==> src/rtl/bcd_serial_adder.sv <==
// Multi-digit BCD adder/subtractor, one decimal digit per clock, LSD first.
// Results are registered and only update on completion of an operation.
module bcd_serial_adder #(
    parameter int unsigned DIGITS = 4
) (
    input  logic                clk,
    input  logic                rst_n,
    input  logic                start,
    input  logic                sub,
    input  logic                cin,
    input  logic [4*DIGITS-1:0] a,
    input  logic [4*DIGITS-1:0] b,
    output logic                busy,
    output logic                done,
    output logic [4*DIGITS-1:0] sum,
    output logic                cout,
    output logic                err
);

    localparam int unsigned W    = 4 * DIGITS;
    localparam int unsigned IdxW = (DIGITS > 1) ? $clog2(DIGITS) : 1;
    localparam logic [IdxW-1:0] LastIdx = IdxW'(DIGITS - 1);

    typedef enum logic [1:0] {StIdle, StRun, StDone} state_e;

    state_e          state_q, state_d;
    logic [W-1:0]    a_q, b_q, res_q, sum_q;
    logic            sub_q, carry_q, err_int_q, cout_q, err_q;
    logic [IdxW-1:0] idx_q;

    logic [3:0]   a_dig, b_dig, b_adj, dig;
    logic [4:0]   t;
    logic         c_next, bad;
    logic [W-1:0] res_next;

    // Operands shift right each cycle, so the current digit is always in the low nibble.
    always_comb begin
        a_dig  = a_q[3:0];
        b_dig  = b_q[3:0];
        b_adj  = sub_q ? (4'd9 - b_dig) : b_dig;
        t      = 5'(a_dig) + 5'(b_adj) + 5'(carry_q);
        dig    = t[3:0];
        c_next = 1'b0;
        if (t > 5'd9) begin
            dig    = 4'(t + 5'd6);
            c_next = 1'b1;
        end
        bad      = (a_dig > 4'd9) || (b_dig > 4'd9);
        res_next = (res_q >> 4) | (W'(dig) << (4 * (DIGITS - 1)));
    end

    always_comb begin
        state_d = state_q;
        case (state_q)
            StIdle:  if (start) state_d = StRun;
            StRun:   if (idx_q == LastIdx) state_d = StDone;
            StDone:  state_d = StIdle;
            default: state_d = StIdle;
        endcase
    end

    always_ff @(posedge clk or negedge rst_n) begin
        if (!rst_n) begin
            state_q <= StIdle;
        end else begin
            state_q <= state_d;
        end
    end

    always_ff @(posedge clk or negedge rst_n) begin
        if (!rst_n) begin
            a_q       <= '0;
            b_q       <= '0;
            res_q     <= '0;
            sum_q     <= '0;
            sub_q     <= 1'b0;
            carry_q   <= 1'b0;
            err_int_q <= 1'b0;
            cout_q    <= 1'b0;
            err_q     <= 1'b0;
            idx_q     <= '0;
        end else begin
            case (state_q)
                StIdle: begin
                    if (start) begin
                        a_q       <= a;
                        b_q       <= b;
                        sub_q     <= sub;
                        carry_q   <= sub | cin;
                        err_int_q <= 1'b0;
                        idx_q     <= '0;
                    end
                end
                StRun: begin
                    a_q       <= a_q >> 4;
                    b_q       <= b_q >> 4;
                    carry_q   <= c_next;
                    res_q     <= res_next;
                    err_int_q <= err_int_q | bad;
                    idx_q     <= idx_q + 1'b1;
                    if (idx_q == LastIdx) begin
                        sum_q  <= res_next;
                        cout_q <= c_next;
                        err_q  <= err_int_q | bad;
                    end
                end
                default: ;
            endcase
        end
    end

    assign busy = (state_q != StIdle);
    assign done = (state_q == StDone);
    assign sum  = sum_q;
    assign cout = cout_q;
    assign err  = err_q;

endmodule

==> config.mk <==
export PLATFORM = sky130hd
export DESIGN_NAME = bcd_serial_adder
export DESIGN_NICKNAME = d
export VERILOG_FILES = /design/src/rtl/bcd_serial_adder.sv
export SDC_FILE = /design/constraint.sdc
export NUM_CORES = 1
export LEC_CHECK = 0
export CAP_MARGIN = 20
export CELL_PAD_IN_SITES_DETAIL_PLACEMENT = 1
export CELL_PAD_IN_SITES_GLOBAL_PLACEMENT = 1
export CORE_MARGIN = 2
export CORE_UTILIZATION = 36
export CTS_CLUSTER_SIZE = 20
export DETAILED_ROUTE_END_ITERATION = 8
export PLACE_DENSITY_LB_ADDON = 0.1
export RECOVER_POWER = 25
export REMOVE_ABC_BUFFERS = 1
export SLEW_MARGIN = 25
export SYNTH_ARGS = -nofsm -noshare
export SYNTH_HDL_FRONTEND = slang
export SYNTH_SLANG_ARGS = --single-unit
==> constraint.sdc <==
create_clock -name clk -period 2.6 [get_ports clk]
set_input_delay 0.26 -clock clk [delete_from_list [all_inputs] [get_ports clk]]
set_output_delay 0.26 -clock clk [all_outputs]
set_load 0.005 [all_outputs]
==> results by group, run 1 <==
Layout
  – Nets: roughly 420
  – Inserted Diodes: 0
  – Area added between synthesis and finish: 29.4%
  – Leading cell types in the layout, fill and taps excluded: nand2_1 (82), dfrtp_1 (69), clkdlybuf4s50_1 (55), o21ai_0 (44), mux2i_1 (23)
  – Fraction of layout cells with a size suffix above 1: 14.9%
  – Commonest non-fill, non-tap cell in the layout: nand2_1
  – Fin cells: a little under 500

Power
  – Power Internal: between 3 and 4 mW
  – Clk pwr share: 16.1%
  – Pwr per Cell Area: ~1400 mW/mm²
  – P_leak: between 1.5 and 2 nW
  – Combinational share of power: 52.0%
  – Maximum vdd drop: 0.499 mV
  – Sw frac: 37.3%
  – Sequential power share: 32.0%
  – P_sw: 2.11 mW

Worst setup path
  – Critical path launch point: sub_q
  – Worst EP required: about 2800 ps
  – Worst Setup Path Type: reg2reg
  – R2R Path Start: sub_q
  – Reg2Reg Setup Slack: 80 ps
  – Reg-to-reg endpoint: res_q[14]
  – Critical Path End Type: flop
  – CP max FO: 5
  – Worst r2r path cells: 9
  – Arrival time worst endpoint: between 2000 and 3000 ps
  – Startpoint types: flop

Placement
  – Dpl hpwl: 4.48 mm
  – Number of cells after detailed placement: ~470
  – Gpl congestion: 0.777
  – Port Buf Inserts: 56
  – DP Worst Slack: -38.2 ps

CTS
  – Clk root buf: clkbuf_8
  – Longest Clk Path Bufs: 2
  – CTS H-tree lvls: 3
  – Postcts setup bufs: 0
  – Clk_lat worst skew: 340 ps
  – Hold buffer count at CTS: 0
  – Cts bufs inserted: 9
  – CTS tree: done
  – Sink Count: 69
  – Reg clk slew, reported paths: 70 ps

Die
  – Num rows: 34
  – I/O pins: 57
  – Starting Density: 36.9%
  – DIE HEIGHT: 98.1 µm
  – Core ar.: 0.00864 mm²
  – Die ar.: 0.00962 mm²
  – Die width: 98.1 µm

STA
  – Slew HR: -14.8%
  – RSZ-0062 raised after global routing: false
  – Final hold vios: 0
  – Final Setup Violations: 0
  – Worst setup margin: 83.9 ps
  – Final period util: about 97%
  – Fmax: 0.397 GHz
  – Slew Limit Fails: 70
  – Worst Tran Pin Value: ~1700 ps
  – Clock Skew: 8.02 ps
  – Min Tclk post-route: 2520 ps

Logic synthesis
  – Sequential share of the synthesized area: 54.2%
  – Mapped Area: 0.00319 mm²
  – Synthesis Warnings: 0
  – Yosys reg bits: 69
  – Post-Syn Area per Cell: 10.2 µm²
  – Netlist cell types: 36
  – Synth Instances: ~310

Route
  – DRC Markers: 0
  – Drt via density: 4.88
  – DR iter-0 viols: 54
  – Wire per inst: 13.6 µm
  – Routed Wire Length: ~6.6 mm
  – Vias: 2369
  – Antenna Nets Post-Route: 0
  – 1st-pass router iterations: 4

Global route
  – Vias in the first global route: roughly 2300
  – First-pass GRT wire length: 11.3 mm
  – Pin count of the biggest net entering global routing: 70
  – Initial antenna violation count: 0
  – GRT Util Overall: 14.8%
  – GR Overflow Total: 0

Run
  – Max Cap Viol: 1

Outcome
  – Failing checks: max-capacitance violations, max-slew violations
  – Outcome: finished, violations left

Min path
  – Worst min path class: in2async
through the flow:
step / total power, mW / cell area [µm²] / TNS, ps / hold slack (ps) / utilization, %
finish: 5.66 / 4120 / 0 / 375 / 47.7
global route: 6.19 / 4120 / 0 / 462 / 47.7
CTS: 5.73 / 4110 / 0 / 71.2 / 47.6
detailed placement: 4.70 / 3880 / -38.2 / 448 / 44.9
global placement: 4.57 / 3880 / 0 / 446 / 44.9
floorplan: 3.62 / 3100 / -12980 / -35.6 / -
worst max-delay path by stage:
stage | end | slack, ps | cells past startpoint
2_1_floorplan | sum[13] | -720 | 4
4_1_cts | res_q[14] | 20 | 9
5_1_grt | res_q[14] | 2 | 9
3_5_place_dp | res_q[14] | -40 | 9
6_report | res_q[14] | 80 | 9
3_3_place_gp | res_q[14] | 80 | 9
power groups by stage:
| stage | clock network [mW] | logic [mW] | registers (mW) |
|---|---|---|---|
| floorplan | 0 | 1.84 | 1.78 |
| detailed placement | 0 | 2.87 | 1.83 |
| global route | 0.987 | 3.32 | 1.88 |
| global placement | 0 | 2.75 | 1.82 |
| CTS | 0.940 | 2.97 | 1.82 |
| finish | 0.908 | 2.94 | 1.81 |
logic make-up (layout without fill, tap and decap cells):
family / after synthesis / after routing / synth area share (%)
AND/OR/NAND/NOR: 105 / 105 / 13.7
adder cells (fa/ha/maj): 8 / 8 / 3.61
buffers and inverters: 24 / 88 / 3.53
flip-flops: 69 / 69 / 54.2
multiplexers: 37 / 37 / 12.3
XOR/XNOR: 4 / 4 / 1.10
AO/OA/AOI/OAI: 66 / 66 / 11.5
synthesized netlist by cell type:
cell | count | area share (%)
nor3_1 | 2 | 0.31
o21ai_0 | 45 | 7.1
nand3b_1 | 1 | 0.24
ha_1 | 6 | 2.4
o21ai_1 | 3 | 0.47
o21bai_1 | 1 | 0.24
nand2_4 | 1 | 0.35
and2b_1 | 1 | 0.24
o21a_4 | 1 | 0.47
mux2i_1 | 23 | 7.2
o22ai_1 | 1 | 0.20
fa_1 | 2 | 1.3
nand2b_1 | 2 | 0.39
and3_1 | 2 | 0.39
a21o_2 | 1 | 0.27
a22o_1 | 1 | 0.27
buf_4 | 2 | 0.47
nor2b_1 | 3 | 0.59
o211ai_1 | 2 | 0.47
inv_1 | 6 | 0.71
clkbuf_1 | 6 | 0.71
dfrtp_1 | 69 | 54
nand2_1 | 82 | 9.7
mux2_2 | 13 | 4.6
mux2_4 | 1 | 0.47
a221oi_1 | 2 | 0.55
buf_2 | 6 | 0.94
or3_1 | 2 | 0.39
or2_2 | 1 | 0.20
nor2_1 | 8 | 0.94
a31o_2 | 1 | 0.27
xnor2_1 | 4 | 1.1
a21oi_1 | 8 | 1.3
buf_6 | 1 | 0.35
inv_2 | 1 | 0.12
buf_1 | 2 | 0.24
critical path, stage by stage (launching register included):
cell	delay, ps
dfrtp_1	410
xnor2_2	180
fa_2	220
inv_1	50
fa_2	520
inv_1	40
ha_2	180
a22o_4	270
o21a_4	240
mux2_4	300
repair_timing:
action                                 in CTS  in global routing
gates resized for setup                     4                  5
pin swaps                                   1                  3
setup endpoints to repair                   1                  3
endpoints found under the hold margin       0                  0
cloned                                      0                  0
metal layers:
metal	vias up	global-route usage, %	wire length [µm]
li1	1171	-	-
met2	49	24.6	3230
met5	-	0	0
met4	0	6.09	96
met1	1142	17.7	2910
met3	7	4.87	343
area by class of cell:
class,count,area [µm²]
clock buffer,12,165
clock inverter,4,45.0
fill,972,4510
inverter,7,26.3
multi-input combinational,220,1390
sequential,69,1730
tap,108,135
timing repair buffer,65,636
state kept, by name, indices dropped and copies added, names as in the netlist, 2 cells and up:
signal   flops
sum         16
a_q         16
res_q       12
state_q      2
b_q         16
idx_q        2
Power figures use the tool's default switching activity.
==> run 2: changes to the inputs <==
CORE_ASPECT_RATIO = 0.8   (was not set)
CTS_CLUSTER_DIAMETER = 50   (was not set)
==> run 2 against run 1 <==
  * The run still ends with max-capacitance violations, max-slew violations left
  * Critical path depth unchanged
  * Count of clock-buffer cells in the layout down 1
  * Cell count up 1.0%
  * Cell area down 1.1%
  * Non-clock buffer count up 1
==> results by group, run 2 (same netlist as run 1, synthesis figures left out) <==
Placement
  – Number of cells after detailed placement: 473 (+0.85%)
  – Dpl hpwl: 4.47 mm (-0.12%)
  – Dpl cell area: 0.00389 mm² (+0.13%)
  – Gpl congestion: 0.711 (-8.5%)
  – DP Worst Slack: 37.1 ps (+75.2 ps)
  – Port Buf Inserts: 56 (unchanged)

Worst setup path
  – CP max FO: 5 (unchanged)
  – Worst Setup Path Type: reg2reg
  – Startpoint types: flop
  – Critical Path End Type: flop
  – Worst EP required: 2820 ps (about the same)
  – Arrival time worst endpoint: 2750 ps (about the same)

Layout
  – Inserted Diodes: 0 (unchanged)
  – Fraction of layout cells with a size suffix above 1: 14.0% (-0.83 points)
  – Leading cell types in the layout, fill and taps excluded: nand2_1 (82), dfrtp_1 (69), clkdlybuf4s50_1 (55), o21ai_0 (45), mux2i_1 (23)
  – Commonest non-fill, non-tap cell in the layout: nand2_1
  – Nets: 418 (+0.24%)
  – Area added between synthesis and finish: 28.0%
  – Fin cells: 490 (+1.0%)
  – Fin area: 0.00408 mm² (-1.1%)
  – Finished Core Util: 47.9% (+0.13 points)

STA
  – Final period util: 97.2% (+0.44 points)
  – Final Setup Violations: 0 (unchanged)
  – WHS: 371 ps (-4.60 ps)
  – Min Tclk post-route: 2530 ps (+11.5 ps)
  – Setup_tns: 0 ps (unchanged)
  – Worst setup margin: 72.3 ps (-11.5 ps)
  – Slew Limit Fails: 70 (unchanged)
  – Worst Tran Pin Value: 1700 ps (-18.3 ps)
  – Fmax: 0.396 GHz (-0.46%)
  – Slew HR: -13.6% (+1.2 points)
  – Final hold vios: 0 (unchanged)
  – Clock Skew: 10.3 ps (+2.23 ps)

Global route
  – GRT Util Overall: 15.7% (+0.90 points)
  – Vias in the first global route: 2512 (+7.0%)
  – First-pass GRT wire length: 11.6 mm (+2.6%)
  – GR Overflow Total: 0 (unchanged)
  – Pin count of the biggest net entering global routing: 70 (unchanged)
  – Initial antenna violation count: 0 (unchanged)

Die
  – Die ar.: 0.00962 mm² (about the same)
  – Core ar.: 0.00852 mm² (-1.3%)
  – Die width: 109 µm (+11%)
  – Starting Density: 37.4% (+0.50 points)
  – Num rows: 30 (-12%)
  – I/O pins: 57 (unchanged)
  – DIE HEIGHT: 88.1 µm (-10%)

CTS
  – Longest Clk Path Bufs: 2 (unchanged)
  – CTS tree: done
  – Sink Count: 69 (unchanged)
  – Hold buffer count at CTS: 0 (unchanged)
  – Clk root buf: clkbuf_8
  – CTS H-tree lvls: 3 (unchanged)
  – Reg clk slew, reported paths: 70 ps (about the same)
  – Cts bufs inserted: 9 (unchanged)
  – Clk_lat worst skew: 340 ps (about the same)

Outcome
  – Outcome: finished, violations left
  – Failing checks: max-capacitance violations, max-slew violations

Power
  – Total Power: 5.50 mW (-2.8%)
  – Maximum vdd drop: 0.560 mV (+12%)
  – Pwr per Cell Area: 1350 mW/mm² (-1.8%)
  – P_leak: 1.83 nW (-1.2%)

Min path
  – Worst min path class: in2async

Route
  – Routed Wire Length: 6.73 mm (+2.4%)
  – Drt via density: 4.84 (-0.81%)
  – 1st-pass router iterations: 4 (unchanged)
  – DRC Markers: 0 (unchanged)
  – Antenna Nets Post-Route: 0 (unchanged)
  – DR iter-0 viols: 37 (-31%)
  – Wire per inst: 13.7 µm (+1.3%)
  – Vias: 2374 (+0.21%)

Run
  – Max Cap Viol: 1 (unchanged)
[run 2: where the power goes]
group | internal (mW) | leakage (nW) | total (mW) | switching [mW]
logic | 1.50 | 0.859 | 2.95 | 1.45
clock network | 0.340 | 0.0829 | 0.730 | 0.390
registers | 1.54 | 0.884 | 1.82 | 0.277
[run 2: per-layer routing]
layer,global-route usage (%),wire (µm),up-vias
li1,-,-,1170
met1,18.9,3180,1155
met2,26.9,3150,42
met3,4.54,321,7
met4,5.87,84,0
met5,0,0,-
[run 2: final timing paths]
kind                       slack, ps  cells after the start      from        end
hold reg to reg                  480                      2  res_q[6]   res_q[6]
setup reg to reg                  70                      9     sub_q  res_q[14]
setup / recovery                  70                      9     sub_q  res_q[14]
min in group clk                 460                      3     a[12]    a_q[12]
hold / removal                   370                      1     rst_n   res_q[6]
max in group asynchronous       1220                      1     rst_n   idx_q[0]
[run 2: layout make-up]
cell class | count | area, µm²
inverters | 7 | 26.3
clock buffers | 11 | 131
flip-flops and latches | 69 | 1730
clock inverters | 5 | 27.5
well taps | 112 | 140
multi-input cells | 220 | 1380
fillers | 966 | 4440
repair buffers | 66 | 643
[run 2: timing repair]
| action | CTS | global route |
|---|---|---|
| gates resized for setup | 0 | 7 |
| setup endpoints to repair | 0 | 5 |
| setup buffers | 0 | 1 |
[run 2: critical path, stage by stage, from the launching register on]
cell     delay (ps)
dfrtp_1         410
xnor2_2         180
fa_1            210
inv_1            60
fa_2            540
inv_1            50
ha_2            180
a22o_4          270
o21a_4          240
mux2_4          290
